### src/rtl/piso_serializer_pkg.sv
// -----------------------------------------------------------------------------
// piso_serializer_pkg
//   Shared definitions for the PISO framing stage: FSM state encoding, the
//   line levels used for start/stop/idle, and a counter-width helper.
//   The encodings and levels are shared with the downstream frame checker.
// -----------------------------------------------------------------------------
package piso_serializer_pkg;

  typedef enum logic [1:0] {
    ST_IDLE  = 2'd0,
    ST_START = 2'd1,
    ST_DATA  = 2'd2,
    ST_STOP  = 2'd3
  } state_e;

  localparam logic START_LVL = 1'b1;
  localparam logic STOP_LVL  = 1'b0;
  localparam logic IDLE_LVL  = 1'b0;

  // Width of a counter that must hold 0..n-1; never narrower than one bit.
  function automatic int cnt_width(input int n);
    if (n <= 1) begin
      return 1;
    end else begin
      return $clog2(n);
    end
  endfunction

endpackage

### src/rtl/piso_serializer_if.sv
// -----------------------------------------------------------------------------
// piso_serializer_if
//   Parallel word handshake into the serializer.
//   in_data   WIDTH-bit word offered by the source
//   in_valid  source has a word on in_data
//   in_ready  serializer can take a word this cycle
//   master: word source; slave: serializer.
// -----------------------------------------------------------------------------
interface piso_serializer_if #(
  parameter int WIDTH = 8
);
  logic [WIDTH-1:0] in_data;
  logic             in_valid;
  logic             in_ready;

  modport master (output in_data, output in_valid, input in_ready);
  modport slave  (input in_data, input in_valid, output in_ready);
endinterface

### src/rtl/piso_serializer_bit_tick_gen.sv
// -----------------------------------------------------------------------------
// bit_tick_gen
//   Bit-period divider. While en is high, div_cnt counts 0..CLKS_PER_BIT-1 and
//   tick is high in the last clock of each bit period. With CLKS_PER_BIT=1 the
//   tick is high on every enabled cycle.
//   clk   rising-edge clock
//   rst   synchronous active-high reset, clears div_cnt
//   en    count enable (the serializer's busy flag)
//   tick  one-cycle pulse at the end of each bit period
// -----------------------------------------------------------------------------
module bit_tick_gen
  import piso_serializer_pkg::*;
#(
  parameter int CLKS_PER_BIT = 1
) (
  input  logic clk,
  input  logic rst,
  input  logic en,
  output logic tick
);

  localparam int              DIV_W    = cnt_width(CLKS_PER_BIT);
  localparam logic [DIV_W-1:0] DIV_LAST = DIV_W'(CLKS_PER_BIT - 1);
  localparam logic [DIV_W-1:0] DIV_ONE  = DIV_W'(1);

  logic [DIV_W-1:0] div_cnt_r;

  // Divider counter: wraps at the end of each bit period, holds when disabled.
  always_ff @(posedge clk) begin
    if (rst) begin
      div_cnt_r <= '0;
    end else if (en) begin
      if (div_cnt_r == DIV_LAST) begin
        div_cnt_r <= '0;
      end else begin
        div_cnt_r <= div_cnt_r + DIV_ONE;
      end
    end else begin
      div_cnt_r <= div_cnt_r;
    end
  end

  // The tick is internal to the serializer; its outputs are registered from it.
  assign tick = en & (div_cnt_r == DIV_LAST);

endmodule

### src/rtl/piso_serializer.sv
// -----------------------------------------------------------------------------
// piso_serializer
//   Parallel-in/serial-out framing stage. Each accepted word is sent on s_out
//   as: start bit (1), WIDTH data bits LSB first, stop bit (0), each bit held
//   for CLKS_PER_BIT clocks. The line idles low.
//   clk    rising-edge clock
//   rst    synchronous active-high reset
//   bus    word handshake (in_data, in_valid, in_ready), slave side
//   s_out  serial line to the downstream shift stage (registered)
//   busy   frame in progress (registered)
//   done   one-cycle pulse when the stop bit completes (registered)
// -----------------------------------------------------------------------------
module piso_serializer
  import piso_serializer_pkg::*;
#(
  parameter int WIDTH        = 8,
  parameter int CLKS_PER_BIT = 1
) (
  input  logic                 clk,
  input  logic                 rst,
  piso_serializer_if.slave     bus,
  output logic                 s_out,
  output logic                 busy,
  output logic                 done
);

  localparam int               BIT_W    = cnt_width(WIDTH);
  localparam logic [BIT_W-1:0] BIT_LAST = BIT_W'(WIDTH - 1);
  localparam logic [BIT_W-1:0] BIT_ONE  = BIT_W'(1);

  state_e             state_r,    state_s;
  logic [WIDTH-1:0]   shreg_r,    shreg_s;
  logic [BIT_W-1:0]   bit_cnt_r,  bit_cnt_s;
  logic               s_out_r,    s_out_s;
  logic               busy_r,     busy_s;
  logic               done_r,     done_s;
  logic               in_ready_r, in_ready_s;
  logic               tick_s;
  logic               accept_s;

  bit_tick_gen #(
    .CLKS_PER_BIT (CLKS_PER_BIT)
  ) u_tick (
    .clk  (clk),
    .rst  (rst),
    .en   (busy_r),
    .tick (tick_s)
  );

  assign accept_s = bus.in_valid & in_ready_r;

  // Next-state and next-output logic; s_out is computed one cycle ahead so the
  // line is driven straight from a flop.
  always_comb begin
    state_s    = state_r;
    shreg_s    = shreg_r;
    bit_cnt_s  = bit_cnt_r;
    s_out_s    = s_out_r;
    busy_s     = busy_r;
    done_s     = 1'b0;
    in_ready_s = in_ready_r;

    case (state_r)
      ST_IDLE: begin
        s_out_s = IDLE_LVL;
        busy_s  = 1'b0;
        if (accept_s) begin
          state_s    = ST_START;
          shreg_s    = bus.in_data;
          bit_cnt_s  = '0;
          s_out_s    = START_LVL;
          busy_s     = 1'b1;
          in_ready_s = 1'b0;
        end else begin
          // Also raises in_ready on the first cycle after reset.
          in_ready_s = 1'b1;
        end
      end

      ST_START: begin
        if (tick_s) begin
          state_s = ST_DATA;
          s_out_s = shreg_r[0];
        end else begin
          s_out_s = START_LVL;
        end
      end

      ST_DATA: begin
        if (tick_s) begin
          if (bit_cnt_r == BIT_LAST) begin
            state_s   = ST_STOP;
            s_out_s   = STOP_LVL;
            bit_cnt_s = '0;
          end else begin
            // Present the next bit now; the shift makes it shreg[0] afterwards.
            shreg_s   = shreg_r >> 1;
            bit_cnt_s = bit_cnt_r + BIT_ONE;
            s_out_s   = shreg_r[1];
          end
        end else begin
          s_out_s = s_out_r;
        end
      end

      ST_STOP: begin
        if (tick_s) begin
          state_s    = ST_IDLE;
          s_out_s    = IDLE_LVL;
          done_s     = 1'b1;
          in_ready_s = 1'b1;
          busy_s     = 1'b0;
        end else begin
          s_out_s = STOP_LVL;
        end
      end

      default: begin
        state_s    = ST_IDLE;
        s_out_s    = IDLE_LVL;
        busy_s     = 1'b0;
        in_ready_s = 1'b0;
        bit_cnt_s  = '0;
      end
    endcase
  end

  // State, datapath and output registers; reset abandons any frame in flight.
  always_ff @(posedge clk) begin
    if (rst) begin
      state_r    <= ST_IDLE;
      shreg_r    <= '0;
      bit_cnt_r  <= '0;
      s_out_r    <= IDLE_LVL;
      busy_r     <= 1'b0;
      done_r     <= 1'b0;
      in_ready_r <= 1'b0;
    end else begin
      state_r    <= state_s;
      shreg_r    <= shreg_s;
      bit_cnt_r  <= bit_cnt_s;
      s_out_r    <= s_out_s;
      busy_r     <= busy_s;
      done_r     <= done_s;
      in_ready_r <= in_ready_s;
    end
  end

  assign s_out        = s_out_r;
  assign busy         = busy_r;
  assign done         = done_r;
  assign bus.in_ready = in_ready_r;

endmodule

### src/flat_wrapper.sv
// flat-port wrapper written by rule: the top's interface ports become plain ports
module piso_serializer_flat import piso_serializer_pkg::*;
#(
  parameter int WIDTH        = 8,
  parameter int CLKS_PER_BIT = 1
)
  (clk, rst, s_out, busy, done, bus_in_data, bus_in_valid, bus_in_ready);
  piso_serializer_if #(.WIDTH(WIDTH)) bus_i ();
  input  logic clk;
  input  logic rst;
  output logic s_out;
  output logic busy;
  output logic done;
  input wire logic [$bits(bus_i.in_data)-1:0] bus_in_data;
  input wire logic [$bits(bus_i.in_valid)-1:0] bus_in_valid;
  output wire logic [$bits(bus_i.in_ready)-1:0] bus_in_ready;
  assign bus_i.in_data = bus_in_data;
  assign bus_i.in_valid = bus_in_valid;
  assign bus_in_ready = bus_i.in_ready;
  piso_serializer #(.WIDTH(WIDTH), .CLKS_PER_BIT(CLKS_PER_BIT)) u_core (.clk(clk), .rst(rst), .bus(bus_i), .s_out(s_out), .busy(busy), .done(done));
endmodule
### config.mk
export PLATFORM = sky130hd
export DESIGN_NAME = piso_serializer_flat
export DESIGN_NICKNAME = d
export VERILOG_FILES = /design/src/rtl/piso_serializer_pkg.sv /design/src/rtl/piso_serializer_if.sv /design/src/rtl/piso_serializer_bit_tick_gen.sv /design/src/rtl/piso_serializer.sv /design/src/flat_wrapper.sv
export SDC_FILE = /design/constraint.sdc
export NUM_CORES = 1
export LEC_CHECK = 0
export CORE_MARGIN = 2
export CORE_UTILIZATION = 42
export CTS_CLUSTER_SIZE = 16
export DETAILED_ROUTE_END_ITERATION = 16
export HOLD_SLACK_MARGIN = 0.02
export PLACE_DENSITY = 0.7
export SKIP_CTS_REPAIR_TIMING = 1
export SYNTH_ARGS = -nofsm -noshare
export SYNTH_HDL_FRONTEND = slang
export SYNTH_SLANG_ARGS = --single-unit
### constraint.sdc
create_clock -name clk -period 1.5 [get_ports clk]
set_clock_uncertainty 0.05 [all_clocks]
set_input_delay 0.45 -clock clk [delete_from_list [all_inputs] [get_ports clk]]
set_output_delay 0.45 -clock clk [all_outputs]
set_load 0.05 [all_outputs]
Yosys cells after proc, flatten, opt, wreduce, memory -nomap -nowiden
Index checks and enable logic that the tools add are counted.
- bits in read-only memories: 0
- memories kept: 0
- bits in latches: 0
- output and inout bits: 4
- logic and storage cells: 58
- bits in registers: 18
- memory bits (writable): 0
- input bits: 11
- order comparisons: 0
- div/mod/pow operators: 0
- reduce and logical (&&, ||, !) cells: 8
- shift operators: 0
- multiplexer cells: 26
- add/subtract/negate cells: 2
- multipliers: 0
- bitwise operators: 4
- eq/ne operators: 10
- operators with widths (operator ; count):
    $mux W8 ; 3
    $pmux W8 S2 ; 1
    $mux W2 ; 5
    $ne A2 B1 Y1 const B ; 5
    $mux W1 ; 9
    $mux W3 ; 3
    $pmux W2 S4 ; 1
    $pmux W3 S2 ; 1
    $reduce_and A5 Y1 ; 1
    $eq A2 B2 Y1 const B ; 2
    $pmux W1 S2 ; 2
    $pmux W1 S4 ; 1
    $reduce_and A4 Y1 ; 1
    $reduce_bool A2 Y1 ; 2
    $add A3 B1 Y3 const B ; 1
    $eq A3 B3 Y1 const B ; 1
    $reduce_and A3 Y1 ; 1
    $and A1 B1 Y1 ; 2
    $eq A2 B1 Y1 const B ; 1
    $logic_not A2 Y1 ; 1
    $ne A2 B2 Y1 const B ; 1
    $not A1 Y1 ; 2
    $reduce_and A2 Y1 ; 1
    $reduce_or A2 Y1 ; 1
    $add A1 B1 Y1 const B ; 1

Depth between registers and ports, before layout
- depth in word-level cells: 4
- mapped depth: 6
- gate-level depth less buffers: 5

Modules after synthesis
A second synthesis with hierarchy kept.
- cell total of the unflattened synthesis: 106
- area total of the unflattened synthesis: 1003.5 µm²
- by module, submodules not included (module ; seq. area each (µm²) ; cells an instance ; instances ; area an instance (µm²)):
    piso_serializer ; 340.3 ; 105 ; 1 ; 996.0
    bit_tick_gen ; 0.0 ; 1 ; 1 ; 7.5

Worst setup path before layout
OpenSTA, ideal clock, no wires.
- kind: register -> register
- start: register u_core.busy_r, in the netlist u_core.busy
- end: register u_core.bit_cnt_r[2]
- clock period less this slack: 1.659 ns
- arrival: 1.539 ns
- stages on the path, launching flop included: 4
- library setup time: 0.070 ns
- data required time: 1.380 ns
- buffers on the path: 0
- path slack: -0.159 ns
- path through: dfxtp_1 > nor2b_1 > or4_1 > a21oi_1
- cells in the longest elaborated chain, start to end: 3
- RTL lines (what ; line ; source):
    start, declared ; piso_serializer.sv:35 ; logic busy_r, busy_s;
    start signal, assigned ; piso_serializer.sv:143 ; busy_r <= busy_s;
    $and A1 B1 Y1 ; piso_serializer_bit_tick_gen.sv:44 ; assign tick = en & (div_cnt_r == DIV_LAST);
    $ne A2 B1 Y1 (no source line) ; -- ;
    $reduce_and A3 Y1 (no source line) ; -- ;
    end signal, assigned ; piso_serializer.sv:141 ; bit_cnt_r <= bit_cnt_s;
    end, declared ; piso_serializer.sv:33 ; logic [BIT_W-1:0] bit_cnt_r, bit_cnt_s;
Every way passes these cells.
A chain may end at the register's enable or synchronous reset.

Worst setup path after layout
- start: register u_core.state_r[0]
- end: register u_core.bit_cnt_r[2]
- cells in the longest elaborated chain, start to end: 3
- elaborated cells between the ends (all ways): 7
- those cells by class: eq/ne: 3; mux: 1; reduce/logical: 3
- RTL lines (what ; line ; source):
    start, declared ; piso_serializer.sv:31 ; state_e state_r, state_s;
    start signal, assigned ; piso_serializer.sv:139 ; state_r <= state_s;
    $eq A2 B2 Y1 or $logic_not A2 Y1 (tied branches) ; piso_serializer.sv:63 ; case (state_r)
    $ne A2 B1 Y1 (no source line) or $reduce_bool A2 Y1 (tied branches) ; -- ;
    $reduce_and A3 Y1 (no source line) ; -- ;
Parallel ways exist; a longest one is shown, timed or not.

==> metrics <==
Layout area overhead=58.4%; layout cell share with drive strength beyond 1=0.457; status=complete, but fails checks; reg-to-reg slack, setup=-0.09 ns; Hold WS=0.414 ns; Total GRT Usage=0.184; largest net degree at the start of global routing=10; Register Area=352 µm²; post-synthesis sequential area ratio=0.348; fmax=629 MHz; Bufs on Longest Clock Path=2; EDFF count, synth=0; RSZ-0062 raised after global routing=true; die area=0.00273 mm²; fill count=178; Vias=898; area leader, netlist=dfxtp_1; Worst setup EP type=flip-flop; Antenna Cells=0; Multi-input gate area=between 700 and 800 µm²; Finish-stage setup viols=4; Worst-path clk slew=0.11 ns; Crit Path Category=flip-flop to flip-flop; vias in the first global route=882; Core Region=approximately 0.0022 mm²; # H-tree levels=1; Period Utilization, post-route=1.06; DR DRC count=0; Syn Std Cell Area=roughly 1000 µm²; cells along the critical path=inv_6, ha_2, nor2b_4, or4_4, a21oi_2; ys flop type=dfxtp_1; Finished Layout Cells=approximately 170; most frequent cells in the layout=21 x nand2_1, 17 x buf_4, 12 x dfxtp_1; most common cell after layout, fill and taps aside=nand2_1; Hold Path Class=flip-flop to flip-flop; num ports=15; CTS tree=built; Avg WL per Cell=13.6 µm; port bufs=14; crit path max fanout=6; critical hold path startpoint=u_core.shreg_r[4]; number of CTS-inserted buffers=3; Buf/Inv on CP=1; number of synthesis warnings=0; Unique masters post-synth=33; Static Leakage=0.655 nW; r2r endpoint=u_core.bit_cnt_r[2]; Critical Path Source Type=flip-flop; Arr. time, crit path=~1.8 ns; initial antenna violation count=0; CP max-delay cell=or4_4; Layout Nets=around 160; placed insts=approximately 160; final worst path period need=1.59 ns; Synth Area per Inst=between 9 and 10 µm²; die span in y=52.3 µm; FF-to-FF path depth=5; worst setup margin=-0.0904 ns; wire length of the first global-routing pass=roughly 3700 µm; pre-CTS WS=-0.346 ns; hold worst-path end=u_core.shreg_r[4]; 1st-iter DRT viols=7; Cells on Worst Hold Path=2; PD cells=1870 mW/mm²; drt total wl=around 2300 µm; Post-DP HPWL=1670 µm; Slew Limit Fails=0; max-cap viol count=0; TritonCTS Sinks=17; Final Hold Fails=0; Synth async-reset ratio=0; RR Startpoint=u_core.state_r[0]; worst skew pair latency=about 0.3 ns; Cells after Synth=between 100 and 150; GP Congestion=0.792; Peak VDD IR=between 1 and 1.5 mV; drt pass-1 iters=4; total power=0.00290 W; Starting Density=0.442; slowest stage delay, CP=0.53 ns; post-synth top area share=0.348; drt via density=5.35; CP required=1.69 ns; largest cells by area after synthesis=dfxtp_1 35%, ha_1 12%, mux2i_1 9.2%, nand2_1 8.4%, mux2_2 8.1%; FF+latch count, synth=17; Mapped Nets=124; antenna viol nets, final=0; Die W=52.3 µm; failing checks=setup timing; FP Rows=17; total grt overflow=0; Worst Tran Pin Value=0.387 ns; critical path's top delay family=simple AND/OR/NAND/NOR gates; root buf cell=clkbuf_4; Slew headroom=0.741
==> metrics by stage <==
step | util | cell area [µm²] | setup TNS (ns)
5_1_grt | 0.701 | 1550 | -0.549
3_5_place_dp | 0.615 | 1360 | -3.67
4_1_cts | 0.627 | 1390 | -1.13
2_1_floorplan | - | 1020 | -0.0195
3_3_place_gp | 0.615 | 1360 | -3.64
6_report | 0.701 | 1550 | -0.220
==> registers in the layout (all words and copies together), names as in the netlist <==
register	count
u_core.bus.in_ready	1
u_core.bit_cnt_r	3
u_core.done	1
u_core.busy	1
u_core.state_r	2
u_core.shreg_r	8
u_core.s_out	1
==> routing by layer <==
layer  vias to the layer above  part of all wire  global-route usage
met1                       423              0.43               0.204
met5                         -                 0                   0
li1                        447                 -                   -
met4                         0             0.014              0.0897
met3                         4             0.044              0.0371
met2                        24              0.51               0.333
==> tightest hold or removal path: stages (launching register included) <==
cell	delay (ns)
dfxtp_1	0.32
nand2_1	0.05
mux2i_1	0.05
==> cells by family after synthesis <==
family	Yosys count	share of synthesized area
AND/OR/NAND/NOR	39	0.188
buffers and inverters	6	0.0243
AO/OA/AOI/OAI	17	0.152
adder cells (fa/ha/maj)	9	0.115
multiplexers	16	0.173
flip-flops	17	0.348
==> power breakdown <==
group          internal (W)  switching (W)  leakage (nW)
sequential         0.000616       0.000157         0.141
combinational       0.00105       0.000811         0.499
clock              0.000104       0.000157        0.0150
total               0.00177        0.00112         0.655
==> worst max path at each step <==
stage / slack (ns) / cells after the start / end / from
floorplan: -0.01 / 5 / u_core.bit_cnt_r[2] / u_core.state_r[0]
global placement: -0.37 / 5 / u_core.state_r[1] / bus_in_valid
detailed placement: -0.35 / 4 / u_core.bit_cnt_r[2] / bus_in_valid
CTS: -0.12 / 5 / u_core.shreg_r[6] / u_core.state_r[0]
global route: -0.12 / 6 / u_core.state_r[1] / u_core.state_r[0]
finish: -0.09 / 5 / u_core.bit_cnt_r[2] / u_core.state_r[0]
==> cells in the mapped netlist (all sizes together), types with 3 or more instances <==
cell,n
nand2,22
inv,3
o31ai,3
mux2,7
nor2b,3
dfxtp,17
mux2i,9
nor2,3
ha,9
==> area by class of cell <==
cell class,instances,area share
multi-input combinational,81,0.487
timing repair buffer,35,0.235
sequential,17,0.227
tap,28,0.0226
clock buffer,4,0.0169
inverter,3,0.0121
Note: power is estimated with default switching activity, not from simulation.
